## src/rtl/keypad_pkg.sv

```systemverilog
// Shared types and constants for the keypad scanner.
package keypad_pkg;

  typedef enum logic [1:0] {
    ST_SCAN,
    ST_DEBOUNCE,
    ST_HELD,
    ST_RELEASE
  } state_e;

  localparam logic [3:0] ROW_RESET          = 4'b1110;
  localparam logic [3:0] COL_IDLE           = 4'b1111;
  localparam int         DEBOUNCE_TICKS_DEF = 4;

  // Active-low one-hot pattern for a 2-bit index (row drive or expected col sense).
  function automatic logic [3:0] onehot_low(input logic [1:0] idx);
    return ~(4'b0001 << idx);
  endfunction

endpackage

```

## src/rtl/key_scan_ctrl_if.sv

```systemverilog
// Keypad-side signals plus the decoded key report.
interface key_scan_ctrl_if;
  logic       tick;
  logic [3:0] col;
  logic [3:0] row;
  logic       key_valid;
  logic [3:0] key_code;
  logic       key_held;

  modport master (
    output tick, col,
    input  row, key_valid, key_code, key_held
  );

  modport slave (
    input  tick, col,
    output row, key_valid, key_code, key_held
  );
endinterface

```

## src/rtl/key_scan_ctrl_col_encode.sv

```systemverilog
// Column sense encoder: flags exactly one closed column and returns its index.
module col_encode (
  input  logic [3:0] col,
  output logic       single,
  output logic [1:0] col_idx
);

  always_comb begin
    single  = 1'b1;
    col_idx = 2'd0;
    case (col)
      4'b1110: col_idx = 2'd0;
      4'b1101: col_idx = 2'd1;
      4'b1011: col_idx = 2'd2;
      4'b0111: col_idx = 2'd3;
      default: single  = 1'b0;
    endcase
  end

endmodule

```

## src/rtl/key_scan_ctrl.sv

```systemverilog
// 4x4 keypad scanner: rotates row drive, debounces press and release,
// and reports each accepted key once.
module key_scan_ctrl
  import keypad_pkg::*;
#(
  parameter int DEBOUNCE_TICKS = DEBOUNCE_TICKS_DEF
) (
  input  logic           clk,
  input  logic           rst,
  key_scan_ctrl_if.slave kp
);

  localparam logic [3:0] DB_MAX = 4'(DEBOUNCE_TICKS);

  state_e     state_q, state_d;
  logic [1:0] row_idx_q, row_idx_d;
  logic [3:0] cnt_q, cnt_d;
  logic [1:0] lat_row_q, lat_row_d;
  logic [1:0] lat_col_q, lat_col_d;
  logic       accept;

  logic       key_valid_q;
  logic [3:0] key_code_q;

  logic       col_single;
  logic [1:0] col_idx;
  logic       col_match;
  logic       col_idle;
  logic [3:0] cnt_inc;

  col_encode u_col_encode (
    .col     (kp.col),
    .single  (col_single),
    .col_idx (col_idx)
  );

  assign col_match = (kp.col == onehot_low(lat_col_q));
  assign col_idle  = (kp.col == COL_IDLE);
  assign cnt_inc   = cnt_q + 4'd1;

  always_comb begin
    state_d   = state_q;
    row_idx_d = row_idx_q;
    cnt_d     = cnt_q;
    lat_row_d = lat_row_q;
    lat_col_d = lat_col_q;
    accept    = 1'b0;
    if (kp.tick) begin
      case (state_q)
        ST_SCAN: begin
          // Ghosted or idle columns keep the scan moving.
          if (col_single) begin
            lat_row_d = row_idx_q;
            lat_col_d = col_idx;
            cnt_d     = 4'd0;
            state_d   = ST_DEBOUNCE;
          end else begin
            row_idx_d = row_idx_q + 2'd1;
          end
        end
        ST_DEBOUNCE: begin
          if (col_match) begin
            if (cnt_inc == DB_MAX) begin
              state_d = ST_HELD;
              cnt_d   = 4'd0;
              accept  = 1'b1;
            end else begin
              cnt_d = cnt_inc;
            end
          end else begin
            state_d   = ST_SCAN;
            cnt_d     = 4'd0;
            row_idx_d = row_idx_q + 2'd1;
          end
        end
        ST_HELD: begin
          if (col_idle) begin
            cnt_d   = 4'd0;
            state_d = ST_RELEASE;
          end
        end
        ST_RELEASE: begin
          if (!col_idle) begin
            cnt_d   = 4'd0;
            state_d = ST_HELD;
          end else if (cnt_inc == DB_MAX) begin
            cnt_d     = 4'd0;
            state_d   = ST_SCAN;
            row_idx_d = row_idx_q + 2'd1;
          end else begin
            cnt_d = cnt_inc;
          end
        end
        default: state_d = ST_SCAN;
      endcase
    end
  end

  always_ff @(posedge clk or negedge rst) begin
    if (!rst) begin
      state_q   <= ST_SCAN;
      row_idx_q <= 2'd0;
      cnt_q     <= 4'd0;
      lat_row_q <= 2'd0;
      lat_col_q <= 2'd0;
    end else begin
      state_q   <= state_d;
      row_idx_q <= row_idx_d;
      cnt_q     <= cnt_d;
      lat_row_q <= lat_row_d;
      lat_col_q <= lat_col_d;
    end
  end

  // key_valid is a registered single-cycle pulse following the accept edge.
  always_ff @(posedge clk or negedge rst) begin
    if (!rst) begin
      key_valid_q <= 1'b0;
      key_code_q  <= 4'h0;
    end else begin
      key_valid_q <= accept;
      if (accept) key_code_q <= {lat_row_q, lat_col_q};
    end
  end

  assign kp.row       = onehot_low(row_idx_q);
  assign kp.key_valid = key_valid_q;
  assign kp.key_code  = key_code_q;
  assign kp.key_held  = (state_q == ST_HELD) || (state_q == ST_RELEASE);

endmodule

```

## src/flat_wrapper.sv

```systemverilog
// flat-port wrapper written by rule: the top's interface ports become plain ports
module key_scan_ctrl_flat import keypad_pkg::*;
#(
  parameter int DEBOUNCE_TICKS = DEBOUNCE_TICKS_DEF
)
  (clk, rst, kp_tick, kp_col, kp_row, kp_key_valid, kp_key_code, kp_key_held);
  key_scan_ctrl_if kp_i ();
  input  logic clk;
  input  logic rst;
  input wire logic [$bits(kp_i.tick)-1:0] kp_tick;
  input wire logic [$bits(kp_i.col)-1:0] kp_col;
  output wire logic [$bits(kp_i.row)-1:0] kp_row;
  output wire logic [$bits(kp_i.key_valid)-1:0] kp_key_valid;
  output wire logic [$bits(kp_i.key_code)-1:0] kp_key_code;
  output wire logic [$bits(kp_i.key_held)-1:0] kp_key_held;
  assign kp_i.tick = kp_tick;
  assign kp_i.col = kp_col;
  assign kp_row = kp_i.row;
  assign kp_key_valid = kp_i.key_valid;
  assign kp_key_code = kp_i.key_code;
  assign kp_key_held = kp_i.key_held;
  key_scan_ctrl #(.DEBOUNCE_TICKS(DEBOUNCE_TICKS)) u_core (.clk(clk), .rst(rst), .kp(kp_i));
endmodule
```

## config.mk

```make
export PLATFORM = sky130hd
export DESIGN_NAME = key_scan_ctrl_flat
export DESIGN_NICKNAME = d
export VERILOG_FILES = /design/src/rtl/keypad_pkg.sv /design/src/rtl/key_scan_ctrl_if.sv /design/src/rtl/key_scan_ctrl_col_encode.sv /design/src/rtl/key_scan_ctrl.sv /design/src/flat_wrapper.sv
export SDC_FILE = /design/constraint.sdc
export NUM_CORES = 1
export LEC_CHECK = 0
export ABC_AREA = 0
export CAP_MARGIN = 0
export CORE_MARGIN = 5
export CORE_UTILIZATION = 50
export CTS_BUF_LIST = sky130_fd_sc_hd__clkbuf_8 sky130_fd_sc_hd__clkbuf_16
export DETAILED_ROUTE_END_ITERATION = 8
export PLACE_DENSITY = 0.74
export SLEW_MARGIN = 5
export SYNTH_ARGS = -nofsm -noshare
export SYNTH_HDL_FRONTEND = slang
export SYNTH_HIERARCHICAL = 1
export SYNTH_SLANG_ARGS = --single-unit
export TNS_END_PERCENT = 50
```

## constraint.sdc

```tcl
create_clock -name clk -period 2.53 [get_ports clk]
set_input_delay 0.253 -clock clk [delete_from_list [all_inputs] [get_ports clk]]
set_output_delay 0.253 -clock clk [all_outputs]
set_load 0.05 [all_outputs]
```

==> summary.txt <==
Status
  • Status: complete, no violations

Power
  • Peak supply drop: 0.588 mV
  • Power Density: 778 nW/um2
  • LEAKAGE: 0.608 nW
  • Post-layout power: 0.00105 W

Setup path
  • Worst setup EP type: flip-flop
  • WS Path Type: primary input to flip-flop
  • Slowest-stage cell, CP: clkdlybuf4s50_1
  • CP arrival: 2.21 ns
  • Critical Path Fanout Max: 4
  • Slowest stage delay, CP: 0.47 ns
  • Worst EP required: 2.66 ns
  • Element type at the critical path start: primary input
  • Cell Chain, Critical Path: clkdlybuf4s50_1 -> nand2_1 -> or4_4 -> a211oi_2 -> and3_1 -> mux2_4

Final layout
  • Layout area overhead: 21.3%
  • Commonest non-fill, non-tap cell in the layout: dfrtp_1
  • Layout fillers: 191
  • Layout cells sized above 1: 22.5%
  • Final design utilization: 62.2%
  • Commonest non-fill, non-tap cells in the layout: 17 x dfrtp_1, 16 x clkdlybuf4s50_1, 10 x inv_1, 6 x ha_1, 5 x nand2_1
  • Final #Nets: 134
  • # diodes: 0
  • Non-Filler Instances: 148

Floorplan
  • Die ar.: 3270 um2
  • IO Count: 17
  • Chip Height: 57.2 um
  • Core Footprint: 2170 um2
  • Die X: 57.2 um
  • Initial Utilization: 51.3%
  • Rows: 17

Clock tree
  • Clock sink count: 17
  • CTS tree: done
  • Clock Latency Late Sink: 0.25 ns
  • Clock Tree Root: clkbuf_8
  • Worst-path clk slew: 0.07 ns
  • CTS HTree Levels: 1
  • Max Root-Sink Buffers: 2
  • Post-CTS resize count: 0
  • Hold-fix buffers, CTS: 0
  • Post-CTS Setup Repair Bufs: 0
  • TritonCTS Buffers: 3

Run
  • Max-cap violations: 0

GRT
  • Initial antenna violation count: 0
  • Global-route wire length before repair: 3.79 mm
  • GRT overflow: 0
  • Largest net degree at the start of global routing: 18
  • Number of global-route vias before repair: 824
  • Gr usage total: 14.6%

Logic synthesis
  • Mapped Avg Cell Area: 11.0 um2
  • Yosys cell types: 45
  • Mapped Nets: 114
  • Register bit total from synthesis: 17
  • YS warnings: 6
  • Sequential-to-total area share from yosys stat: 38.2%
  • Post-Syn Area: 1110 um2
  • Largest area contributor in the netlist: dfrtp_1
  • Post-Syn Instances: 101
  • Synth top area share: 38.2%
  • Post-synth ARST share: 100%
  • Post-synth EDFFs: 0
  • Largest cells by area after synthesis: dfrtp_1 38%, ha_1 6.7%, mux2_4 5.4%, mux2_2 4.0%, inv_1 3.4%
  • Main synth FF type: dfrtp_1

Timing
  • Final setup fails: 0
  • Hold Vio Cnt, Final: 0
  • Max Slew Vio Count: 0
  • Final period util: 82.3%
  • Unrepaired setup endpoints after global routing: false
  • Minimum clock period: 2.08 ns
  • Slew HR: 49.3%
  • Fmax achieved: 480 MHz
  • Fin Hold WS: 0.451 ns
  • Clock Skews: 0.00331 ns
  • Setup TNS: 0 ns
  • Actual slew at the worst max-slew pin: 0.759 ns

Routing
  • Initial DRC count: 20
  • Drt wl/cell: 14.4 um
  • Routed vias: 838
  • Detail Route Antenna Nets: 0
  • Pre-Repair DR Iteration Count: 4
  • Final wirelength: 2.13 mm
  • Remaining DRCs: 0
  • Drt via density: 5.66

Placed design
  • GP Congestion: 0.846
  • Detailed-placement wirelength estimate: 1.69 mm
  • DP Cell Count: 144
  • PortBufs: 16

Worst hold path
  • Hold Crit Class: primary input to async pin
worst max-delay path, delay by kind of cell:
kind / cells / cell delay, ns
AND/OR/NAND/NOR: 3 / 0.86
buffers and inverters: 1 / 0.47
multiplexers: 1 / 0.33
AO/OA/AOI/OAI: 1 / 0.29
kinds of logic after synthesis:
group	share of synthesized area, %
compound gates	18.3
xor+xnor	3.15
fa+ha+maj	6.75
mux	10.5
flops	38.2
buf+inv	6.52
simple gates	16.5
cell usage after synthesis, types with 2 or more instances:
library cell	instances
dfrtp_1	17
a21bo_2	2
a22o_1	2
nand3_1	2
mux2_2	4
nor2b_1	3
inv_1	10
nand2_1	5
xnor2_1	2
xor2_1	2
and3_1	2
mux2_4	4
clkbuf_1	2
buf_6	2
a211oi_2	2
o21ai_0	2
a21oi_1	3
and4b_1	2
and2_1	2
ha_1	6
registers in the layout (all words and copies together), names as in the netlist:
signal / count
u_core/lat_col_q: 2
u_core/lat_row_q: 2
u_core/kp.key_valid: 1
u_core/row_idx_q: 2
u_core/state_q: 2
u_core/kp.key_code: 4
u_core/cnt_q: 4
stage by stage:
step                instance area, um2  worst slack (ns)
floorplan                         1110             0.650
global placement                  1300             0.239
detailed placement                1300             0.188
CTS                               1350             0.423
global route                      1350             0.338
finish                            1350             0.448
cell type report:
class / count / area (um2) / area share, %
multi-input combinational: 69 / 614 / 45.5
sequential: 17 / 425 / 31.5
timing repair buffer: 20 / 190 / 14.1
clock buffer: 3 / 41.3 / 3.06
inverter: 10 / 37.5 / 2.78
tap: 28 / 35.0 / 2.60
clock inverter: 1 / 5.00 / 0.371
metal layers:
metal / GRT usage (%) / up-vias / wire [um]
met2: 24.5 / 21 / 1090
met5: 0 / - / 0
met1: 18.6 / 409 / 933
met4: 4.64 / 0 / 8
li1: - / 406 / -
met3: 3.39 / 2 / 102
path summary, 6_finish.rpt:
| check | slack (ns) | depth (start not counted) | start | end |
|---|---|---|---|---|
| setup / recovery | 0.45 | 6 | kp_col[2] | u_core/kp.key_code[1] |
| hold / removal | 0.45 | 1 | rst | u_core/lat_row_q[0] |
| setup reg to reg | 0.47 | 4 | u_core/lat_col_q[1] | u_core/kp.key_code[1] |
| hold reg to reg | 0.52 | 1 | u_core/lat_row_q[1] | u_core/kp.key_code[3] |
| max in group asynchronous | 1.60 | 1 | rst | u_core/state_q[1] |
| min in group clk | 0.52 | 1 | u_core/lat_row_q[1] | u_core/kp.key_code[3] |
power breakdown:
group	total (W)	switching, W	internal, W
Combinational	0.000444	0.000259	0.000185
Sequential	0.000406	0.0000769	0.000329
Clock	0.000198	0.0000890	0.000109
Total	0.00105	0.000425	0.000624
Note: power is estimated with default switching activity, not from simulation.
